**src/rtl/stopwatch_pkg.sv**
```systemverilog
// Shared stopwatch types: stored time width and lap memory controller states.
// Imported by the lap memory controller and its neighbours.
package stopwatch_pkg;

  localparam int TIME_W = 12;

  typedef logic [TIME_W-1:0] time_t;

  typedef enum logic [1:0] {
    IDLE,
    WRITE,
    READ,
    RWAIT
  } lapctl_state_t;

endpackage

```
**src/rtl/lap_mem_ctrl.sv**
```systemverilog
// Lap memory controller: circular lap buffer over a single-port sync RAM.
// Writes win over recalls; one pending slot per request type while busy.
module lap_mem_ctrl #(
  parameter int DEPTH  = 8,
  parameter int TIME_W = stopwatch_pkg::TIME_W
) (
  input  logic                       clk,
  input  logic                       rst,
  input  logic                       lap_req,
  input  logic [TIME_W-1:0]          lap_time,
  input  logic                       recall_req,
  input  logic                       clear,
  input  logic [TIME_W-1:0]          mem_rdata,
  output logic                       mem_we,
  output logic                       mem_re,
  output logic [$clog2(DEPTH)-1:0]   mem_addr,
  output logic [TIME_W-1:0]          mem_wdata,
  output logic [TIME_W-1:0]          lap_out,
  output logic                       lap_valid,
  output logic [$clog2(DEPTH)-1:0]   lap_idx,
  output logic [$clog2(DEPTH):0]     count,
  output logic                       full,
  output logic                       busy
);

  import stopwatch_pkg::*;

  localparam int AW = $clog2(DEPTH);
  localparam int CW = AW + 1;
  localparam logic [CW-1:0] CNT_MAX = CW'(DEPTH);

  lapctl_state_t     state;
  logic [AW-1:0]     wr_ptr;
  logic [AW-1:0]     rd_idx;
  logic              pend_lap;
  logic              pend_rcl;
  logic [TIME_W-1:0] lap_buf;

  logic              pl;
  logic              pr;
  logic [TIME_W-1:0] pt;
  logic [AW-1:0]     wr_n;
  logic [CW-1:0]     cnt_n;
  logic [AW-1:0]     rdi_n;
  logic [AW-1:0]     oldest_n;
  logic [AW-1:0]     rd_addr;
  logic              do_wr;
  logic              do_rd;

  // Pointer values as they stand once the current access retires,
  // so a follow-on access can be dispatched without an idle cycle.
  always_comb begin
    pl = pend_lap;
    pt = lap_buf;
    pr = pend_rcl;
    if (lap_req && !pend_lap) begin
      pl = 1'b1;
      pt = lap_time;
    end
    if (recall_req && !pend_rcl) pr = 1'b1;

    wr_n  = wr_ptr;
    cnt_n = count;
    rdi_n = rd_idx;
    if (state == WRITE) begin
      wr_n = wr_ptr + 1'b1;
      if (count != CNT_MAX) cnt_n = count + 1'b1;
    end
    if (state == RWAIT) begin
      if ((CW'(rd_idx) + CW'(1)) == count) rdi_n = '0;
      else                                 rdi_n = rd_idx + 1'b1;
    end

    oldest_n = (cnt_n == CNT_MAX) ? wr_n : '0;
    rd_addr  = oldest_n + rdi_n;
    do_wr    = (state != READ) && pl;
    do_rd    = (state != READ) && !pl && pr && (cnt_n != '0);
  end

  always_ff @(posedge clk) begin
    if (rst || clear) begin
      state     <= IDLE;
      wr_ptr    <= '0;
      rd_idx    <= '0;
      count     <= '0;
      pend_lap  <= 1'b0;
      pend_rcl  <= 1'b0;
      lap_buf   <= '0;
      mem_we    <= 1'b0;
      mem_re    <= 1'b0;
      mem_addr  <= '0;
      mem_wdata <= '0;
      lap_out   <= '0;
      lap_valid <= 1'b0;
      lap_idx   <= '0;
      full      <= 1'b0;
      busy      <= 1'b0;
    end else begin
      mem_we   <= 1'b0;
      mem_re   <= 1'b0;
      wr_ptr   <= wr_n;
      count    <= cnt_n;
      rd_idx   <= rdi_n;
      full     <= (cnt_n == CNT_MAX);
      pend_lap <= pl;
      pend_rcl <= pr;
      lap_buf  <= pt;

      if (state == RWAIT) begin
        lap_out   <= mem_rdata;
        lap_idx   <= rd_idx;
        lap_valid <= 1'b1;
      end

      unique case (1'b1)
        (state == READ): begin
          state <= RWAIT;
          busy  <= 1'b1;
        end
        do_wr: begin
          state     <= WRITE;
          busy      <= 1'b1;
          mem_we    <= 1'b1;
          mem_addr  <= wr_n;
          mem_wdata <= pt;
          pend_lap  <= 1'b0;
        end
        do_rd: begin
          state    <= READ;
          busy     <= 1'b1;
          mem_re   <= 1'b1;
          mem_addr <= rd_addr;
          pend_rcl <= 1'b0;
        end
        default: begin
          // A recall against an empty buffer is dropped here.
          state    <= IDLE;
          busy     <= 1'b0;
          pend_rcl <= 1'b0;
        end
      endcase
    end
  end

endmodule

```
**config.mk**
```make
export PLATFORM = sky130hd
export DESIGN_NAME = lap_mem_ctrl
export DESIGN_NICKNAME = d
export VERILOG_FILES = /design/src/rtl/stopwatch_pkg.sv /design/src/rtl/lap_mem_ctrl.sv
export SDC_FILE = /design/constraint.sdc
export NUM_CORES = 1
export LEC_CHECK = 0
export CORE_ASPECT_RATIO = 1.2
export CORE_MARGIN = 10
export CORE_UTILIZATION = 50
export DETAILED_ROUTE_END_ITERATION = 16
export HOLD_SLACK_MARGIN = 0.08
export PLACE_DENSITY_LB_ADDON = 0.1
export SLEW_MARGIN = 0
export SYNTH_ARGS = -nofsm -noshare
export SYNTH_HDL_FRONTEND = slang
export SYNTH_SLANG_ARGS = --single-unit
export TNS_END_PERCENT = 1
```
**constraint.sdc**
```tcl
create_clock -name clk -period 7.7 [get_ports clk]
set_clock_uncertainty 0.05 [all_clocks]
set_input_delay 1.925 -clock clk [delete_from_list [all_inputs] [get_ports clk]]
set_output_delay 1.925 -clock clk [all_outputs]
set_load 0.005 [all_outputs]
```
**Yosys cells after proc, flatten, opt, wreduce, memory -nomap -nowiden**

Index checks and enable logic that the tools add are counted.

- $add $sub $neg: 5
- Equality and inequality tests: 7
- Multiplexer cells: 14
- Bitwise logic cells: 1
- Reduce and logical (&&, ||, !) cells: 16

Operator list:

| kind | number |
|---|---|
| 12-bit two-way mux | 1 |
| 3-bit two-way mux | 4 |
| 4-bit two-way mux | 2 |
| 3-bit by 1-bit adder with 3-bit output (second input constant) | 2 |
| 1-bit logical AND | 6 |
| 2-bit one-hot mux with 3 select lines | 1 |
| 3-bit one-hot mux with 2 select lines | 1 |
| 2-bit OR reduction | 3 |
| 1-bit two-way mux | 5 |
| 3-bit by 1-bit adder with 4-bit output (second input constant) | 1 |
| 4-bit by 1-bit adder with 4-bit output (second input constant) | 1 |
| 2-bit equality test (second input constant) | 2 |
| 4-bit equality test | 1 |
| 4-bit equality test (second input constant) | 1 |
| 4-bit != test (second input constant) | 1 |
| 4-bit nonzero test | 1 |
| 3-bit adder | 1 |
| 1-bit logical NOT | 3 |
| 3-bit OR reduction | 1 |
| 2-bit by 1-bit equality test with 1-bit output (second input constant) | 1 |
| 2-bit != test (second input constant) | 1 |
| 2-bit nonzero test | 1 |
| 1-bit logical OR | 1 |
| 1-bit NOT | 1 |

- Register bits: 61
- Output and inout port bits: 39
- Word-level logic and storage cells: 59

**Longest topological paths before layout**

Gate-level depths: netlist (run 1).

- Depth in word-level cells: 9
- Gate-level depth with buffers: 12
- Mapped depth without buffers: 11

**Worst setup path before layout (run 1)**

No wires, ideal clock.

- Kind: input to register
- Start: in clear
- End: reg busy
- Library setup time: 0.070 ns
- Arrival: 2.723 ns
- Required time: 7.580 ns
- Slack: 4.856 ns
- Stages: 4
- Cell sequence: or2_2 > clkbuf_1 > clkbuf_1 > a21oi_1

- Cells in the longest elaborated chain, start to end: 1

Ends and longest elaborated chain:

| element | line | source |
|---|---|---|
| start, declared | lap_mem_ctrl.sv:12 | `input logic clear,` |
| 1-bit logical OR | lap_mem_ctrl.sv:81 | `if (rst \|\| clear) begin` |
| end signal, assigned | lap_mem_ctrl.sv:97 | `busy <= 1'b0;` |
| end signal, assigned | lap_mem_ctrl.sv:118 | `busy <= 1'b1;` |
| end signal, assigned | lap_mem_ctrl.sv:122 | `busy <= 1'b1;` |
| end, declared | lap_mem_ctrl.sv:23 | `output logic busy` |

No other way between the ends.
A chain may end at the register's enable or synchronous reset.

**Worst setup path after layout (run 1)**

- Start: in lap_req
- End: reg mem_addr[2]

- Cells in the longest elaborated chain, start to end: 7

Ends and longest elaborated chain:

| element | line | source |
|---|---|---|
| start, declared | lap_mem_ctrl.sv:9 | `input logic lap_req,` |
| 1-bit logical AND * | lap_mem_ctrl.sv:56 | `if (lap_req && !pend_lap) begin` |
| 1-bit two-way mux * | lap_mem_ctrl.sv:56 |  |
| 1-bit logical NOT | lap_mem_ctrl.sv:77 | `do_rd = (state != READ) && !pl && pr && (cnt_n != '0);` |
| 1-bit logical AND (3 in a row) | lap_mem_ctrl.sv:77 |  |
| 3-bit one-hot mux with 2 select lines / 2-bit nonzero test (equally long branches) | n/a |  |
| end signal, assigned | lap_mem_ctrl.sv:124 | `mem_addr <= wr_n;` |
| end signal, assigned | lap_mem_ctrl.sv:132 | `mem_addr <= rd_addr;` |
| end, declared | lap_mem_ctrl.sv:16 | `output logic [$clog2(DEPTH)-1:0] mem_addr,` |

Mark *: on every way between the ends. The rest lies on a longest branch, timed or not.

==> flow_summary_export.csv, run 1 <==
group,metric,value,unit
outcome,status,"finished, final reports clean",
power,swShare,21.57,%
clocking,worstSkewPairLatency,340,ps
sta,fmax,0.2673,GHz
yosys,ys_seq_area_share,48.39,%
setup_path,path_delay_family,"simple AND/OR/NAND/NOR gates",
clocking,h-tree-depth,3,
sta,slew_violations,0,
setup_path,cp.arrival,3970,ps
sta,fin_crit_sh,48.58,%
yosys,synth_flop_cell,"dfxtp_1",
die,io_pins,68,
cells_and_area,diodes,0,
power,intPower,539.3,uW
yosys,yosysWarnings,0,
job,drv_cap,0,
yosys,yosysTopAreaCell,"dfxtp_1",
power,power,687.6,uW
power,powerDensity,202.0,mW/mm2
setup_path,cp-end-kind,"register",
clocking,cts_sinks,61,
global_route,grt_pass1_wl,9591,um
sta,slew_headroom,26.45,%
yosys,async_flop_share,0,%
min_path,min_path_type,"register to register",
clocking,clk_pin_slew,70,ps
cells_and_area,drive_gt1_share,7.941,%
clocking,post-cts-setup-buffers,0,
yosys,syn_area_per_cell,9.144,um2
yosys,ys_ff_latch,61,
clocking,clockBufferDepth,2,
setup_path,crit_top_cell,"nor2_1",
detailed_routing,drt-pass1-iter-count,4,
detailed_routing,drt_wl_total,5847,um
detailed_routing,via_per_inst,5.085,
detailed_routing,first_iter_violations,109,
global_route,grt_pass1_vias,1964,
clocking,cts_tree,"built",
power,power.switching,148.3,uW
yosys,synth_common_cells,"dfxtp_1 (61), nor2_1 (47), nand2_1 (37)",
yosys,netlist_instances,276,
global_route,grt_max_degree,57,
sta,setup-violations-final,0,
die,initial_core_util,51.45,%
detailed_routing,vias,2034,
setup_path,cp-start-kind,"input pin",
place,portBuffers,67,
power,leakagePower,1.280,nW
clocking,ctsResizeCount,0,
yosys,synth_most_common_cell,"dfxtp_1",
clocking,cts_hold_buffers,0,
setup_path,max_stage_delay,840,ps
cells_and_area,nNetsFinal,371,
setup_path,worst_ep_required_time,7930,ps
sta,finalHoldViolCount,0,
yosys,yosys-top-cells-area,"dfxtp_1 (48%), nor2_1 (7.0%), mux2i_1 (5.9%)",
cells_and_area,area_growth,34.90,%
setup_path,cpMaxStageDelayCell,"nor2_2",
global_route,grt.overflow.total,0,
power,vdd_drop_max,0.0001448,V
yosys,syn_area,0.002524,mm2
setup_path,path_max_fanout,30,
detailed_routing,wl_per_cell,14.62,um
yosys,syn_nets,311,
setup_path,worstPathCellList,"clkdlybuf4s50_1, nor2_1, nor2_2, nor2_1, a221oi_2, o21a_1",
die,die_w,84.86,um
place,gp_congestion,0.8050,
power,clkPwrFrac,45.2,%
global_route,grt_usage,14.06,%
setup_path,worstSetupPathType,"input pin to register",
detailed_routing,route.detailed.drc,0,
sta,min_period,3741,ps
die,die_h,97.83,um
yosys,synth_cell_types,43,
power,combPwrFrac,7.5,%
die,design.die.area,0.008301,mm2
place,dp_hpwl,4061,um
sta,worst_pin_slew,1102,ps
power,pwr-share-seq,47.4,%
sta,rsz0062_at_grt,"no",
yosys,synth_top_area_share,48.39,%
global_route,antenna_found_initial,0,
clocking,root_buffer,"clkbuf_8",
setup_path,crit_buf_inv,1,
clocking,numCtsBuffers,9,
detailed_routing,ant_nets,0,
die,coreArea,0.004905,mm2
die,num_rows,28,
sta,tns,0,ps
yosys,synth_edf_count,0,
## tightest hold or removal path, cell delays in order, from the launching register on
cell and delay, ps:
dfxtp_1 310, nand2_1 50, a21oi_1 50
## sequential cells by signal (all words and copies together), names as in the netlist, 3 cells and up
signal	flops
count	4
lap_buf	12
lap_idx	3
lap_out	12
mem_addr	3
mem_wdata	12
rd_idx	3
wr_ptr	3
## final timing paths
path                    from          end  slack, ps  cells after the start
setup reg to reg   rd_idx[0]  mem_addr[2]       4740                     11
hold / removal    lap_out[2]   lap_out[2]        400                      2
setup / recovery     lap_req  mem_addr[2]       3960                      6
hold reg to reg   lap_out[2]   lap_out[2]        400                      2
## logic make-up after synthesis
family          synth area share, %
xor+xnor                      2.777
simple gates                  21.27
fa+ha+maj                     3.272
compound gates                14.13
flops                         48.39
buf+inv                       3.669
mux                           6.495
## cell type report
| cell class | count | area, um2 |
|---|---|---|
| clock buffer | 11 | 141.4 |
| clock inverter | 4 | 72.57 |
| fill | 411 | 1500 |
| inverter | 3 | 11.26 |
| multi-input combinational | 194 | 1212 |
| sequential | 61 | 1221 |
| tap | 60 | 75.07 |
| timing repair buffer | 67 | 670.6 |
## stage by stage
stage	utilization (%)	instances	hold slack [ps]	setup WS (ps)	instance area [um2]
finish	69.41	400	404.1	3959	3405
global route	69.41	400	423.6	3753	3405
CTS	69.41	400	405.5	3968	3405
detailed placement	65.05	385	395.7	3626	3191
global placement	65.05	385	391.1	3720	3191
floorplan	-	276	402.7	4856	2524
## power groups by stage
| stage | Clock (mW) | Sequential, mW | Combinational [mW] |
|---|---|---|---|
| after detailed placement | 0 | 0.333 | 0.0515 |
| after global routing | 0.331 | 0.326 | 0.0568 |
| after CTS | 0.316 | 0.326 | 0.0518 |
| final | 0.310 | 0.326 | 0.0513 |
| after global placement | 0 | 0.333 | 0.0510 |
| after floorplan | 0 | 0.332 | 0.0254 |
## placed cells by master, fill, tap and decap left out, types with 2 or more instances in the layout
cell type / synthesis / final
o211ai_1: 2 / 2
nand3_1: 2 / 2
clkdlybuf4s50_1: 0 / 67
inv_1: 3 / 3
nand2b_1: 2 / 2
a21oi_1: 22 / 22
bufinv_16: 0 / 2
xnor2_1: 5 / 5
mux2i_1: 15 / 15
nand3b_1: 5 / 5
and2_1: 5 / 5
clkbuf_8: 0 / 10
ha_1: 5 / 5
nand4_1: 2 / 2
a211oi_1: 14 / 14
nand2_1: 37 / 37
a21bo_2: 2 / 2
xor2_1: 3 / 3
nor2_1: 47 / 46
nor3_1: 4 / 4
o21ai_0: 2 / 2
dfxtp_1: 61 / 61
## routing by layer
| metal | part of all wire, % | vias to the layer above | global-route usage (%) |
|---|---|---|---|
| li1 | - | 1051 | - |
| met1 | 42 | 920 | 15.77 |
| met2 | 47 | 53 | 21.82 |
| met3 | 8.6 | 10 | 7.564 |
| met4 | 2.3 | 0 | 5.584 |
| met5 | 0 | - | 0 |
No activity file was read; power rests on OpenSTA's default activity.
==> run 2: changes to the inputs <==
CORE_UTILIZATION = 48   (was 50)
clock period = 3.8 ns   (was 7.7 ns; I/O delays follow)
==> flow_summary_export.csv, run 2 (synthesis gave the netlist of run 1 again) <==
group,metric,value,unit
global_route,grt_usage,13.52,%
die,die_w,86.19,um
clocking,numCtsBuffers,9,
cells_and_area,drive_gt1_share,7.625,%
clocking,h-tree-depth,3,
global_route,grt_pass1_wl,9501,um
clocking,worstSkewPairLatency,320,ps
power,leakagePower,1.262,nW
clocking,cts_tree,"built",
setup_path,cp.arrival,3020,ps
power,vdd_drop_max,0.0003535,V
power,powerDensity,369.7,mW/mm2
detailed_routing,drt-pass1-iter-count,4,
cells_and_area,nNetsFinal,372,
setup_path,worstPathCellList,"ha_1, xor2_1, or3_1, a21oi_1, nor3_1, a21o_1, ha_1, fa_1, xor2_1, xnor2_1, o21a_1",
die,num_rows,28,
detailed_routing,vias,2083,
clocking,clk_pin_slew,60,ps
sta,worst_pin_slew,1038,ps
sta,slew_violations,0,
outcome,status,"finished, final reports clean",
job,drv_cap,0,
place,portBuffers,67,
sta,slew_headroom,30.77,%
global_route,grt_max_degree,57,
setup_path,cpMaxStageDelayCell,"dfxtp_1",
setup_path,crit_buf_inv,0,
clocking,ctsResizeCount,0,
detailed_routing,route.detailed.drc,0,
setup_path,path_max_fanout,7,
sta,finalHoldViolCount,0,
clocking,post-cts-setup-buffers,0,
die,die_h,99.43,um
min_path,min_path_type,"register to register",
detailed_routing,first_iter_violations,78,
die,coreArea,0.005010,mm2
cells_and_area,diodes,0,
clocking,root_buffer,"clkbuf_8",
die,design.die.area,0.008570,mm2
sta,fmax,0.3512,GHz
cells_and_area,mostFrequentLayoutCells,"clkdlybuf4s50_1 (67), dfxtp_1 (61), nor2_1 (46)",
setup_path,worst_ep_required_time,3970,ps
detailed_routing,drt_wl_total,5714,um
place,dp_hpwl,4140,um
clocking,cts_hold_buffers,0,
setup_path,cp-start-kind,"register",
detailed_routing,via_per_inst,5.195,
clocking,clockBufferDepth,2,
detailed_routing,wl_per_cell,14.25,um
sta,setup_ws,952.6,ps
die,initial_core_util,50.37,%
sta,setup-violations-final,0,
global_route,antenna_found_initial,0,
sta,tns,0,ps
global_route,grt.overflow.total,0,
setup_path,worstSetupPathType,"register to register",
place,dp_slack,970.6,ps
sta,fin_crit_sh,74.93,%
cells_and_area,nFillCells,454,
setup_path,cp-end-kind,"register",
cells_and_area,reg.largest.list,"lap_buf: 12 flops, lap_out: 12 flops, mem_wdata: 12 flops",
die,io_pins,68,
place,gp_congestion,0.7347,
sta,rsz0062_at_grt,"no",
global_route,grt_pass1_vias,2012,
detailed_routing,ant_nets,0,
clocking,cts_sinks,61,
cells_and_area,layout_commonest_cell,"clkdlybuf4s50_1",
setup_path,path_delay_family,"adder cells",
cells_and_area,area_growth,33.02,%
sta,min_period,2847,ps
setup_path,max_stage_delay,470,ps
## run 2: cell type report
class	instances	area (um2)	share of cell area, %
inverters	3	11.26	0.3354
well taps	60	75.07	2.236
flip-flops and latches	61	1221	36.38
repair buffers	68	678.2	20.20
clock inverters	2	10.01	0.2982
multi-input cells	194	1212	36.12
clock buffers	13	148.9	4.435
## run 2: metal layers
layer | part of all wire (%) | up-vias | track usage, %
li1 | - | 1056 | -
met1 | 43 | 957 | 15.81
met2 | 47 | 59 | 21.03
met3 | 8.7 | 11 | 6.694
met4 | 1.2 | 0 | 4.494
met5 | 0 | - | 0
## run 2: worst paths after layout
| check | to | slack, ps | depth (start not counted) | start |
|---|---|---|---|---|
| min | lap_out[0] | 400 | 2 | lap_out[0] |
| max | mem_addr[2] | 950 | 11 | rd_idx[0] |
| max reg2reg | mem_addr[2] | 950 | 11 | rd_idx[0] |
| min reg2reg | lap_out[0] | 400 | 2 | lap_out[0] |
## run 2: tightest hold or removal path: stages (launching register included)
cell and delay [ps]:
dfxtp_1 310, nand2_1 50, a21oi_1 50
## run 2: metrics by stage
stage	hold WS (ps)	power, mW	cell area (um2)	cells	util (%)
4_1_cts	406.0	1.257	3357	401	67.01
3_3_place_gp	391.0	0.7782	3198	386	63.84
2_1_floorplan	402.7	0.7248	2524	276	-
3_5_place_dp	397.4	0.7795	3198	386	63.84
6_report	402.1	1.241	3357	401	67.01
5_1_grt	427.7	1.292	3357	401	67.01
## run 2: power breakdown
part,switching [mW],internal (mW)
Clock,0.228,0.249
Sequential,0.00731,0.653
Combinational,0.0459,0.0580
Total,0.281,0.960
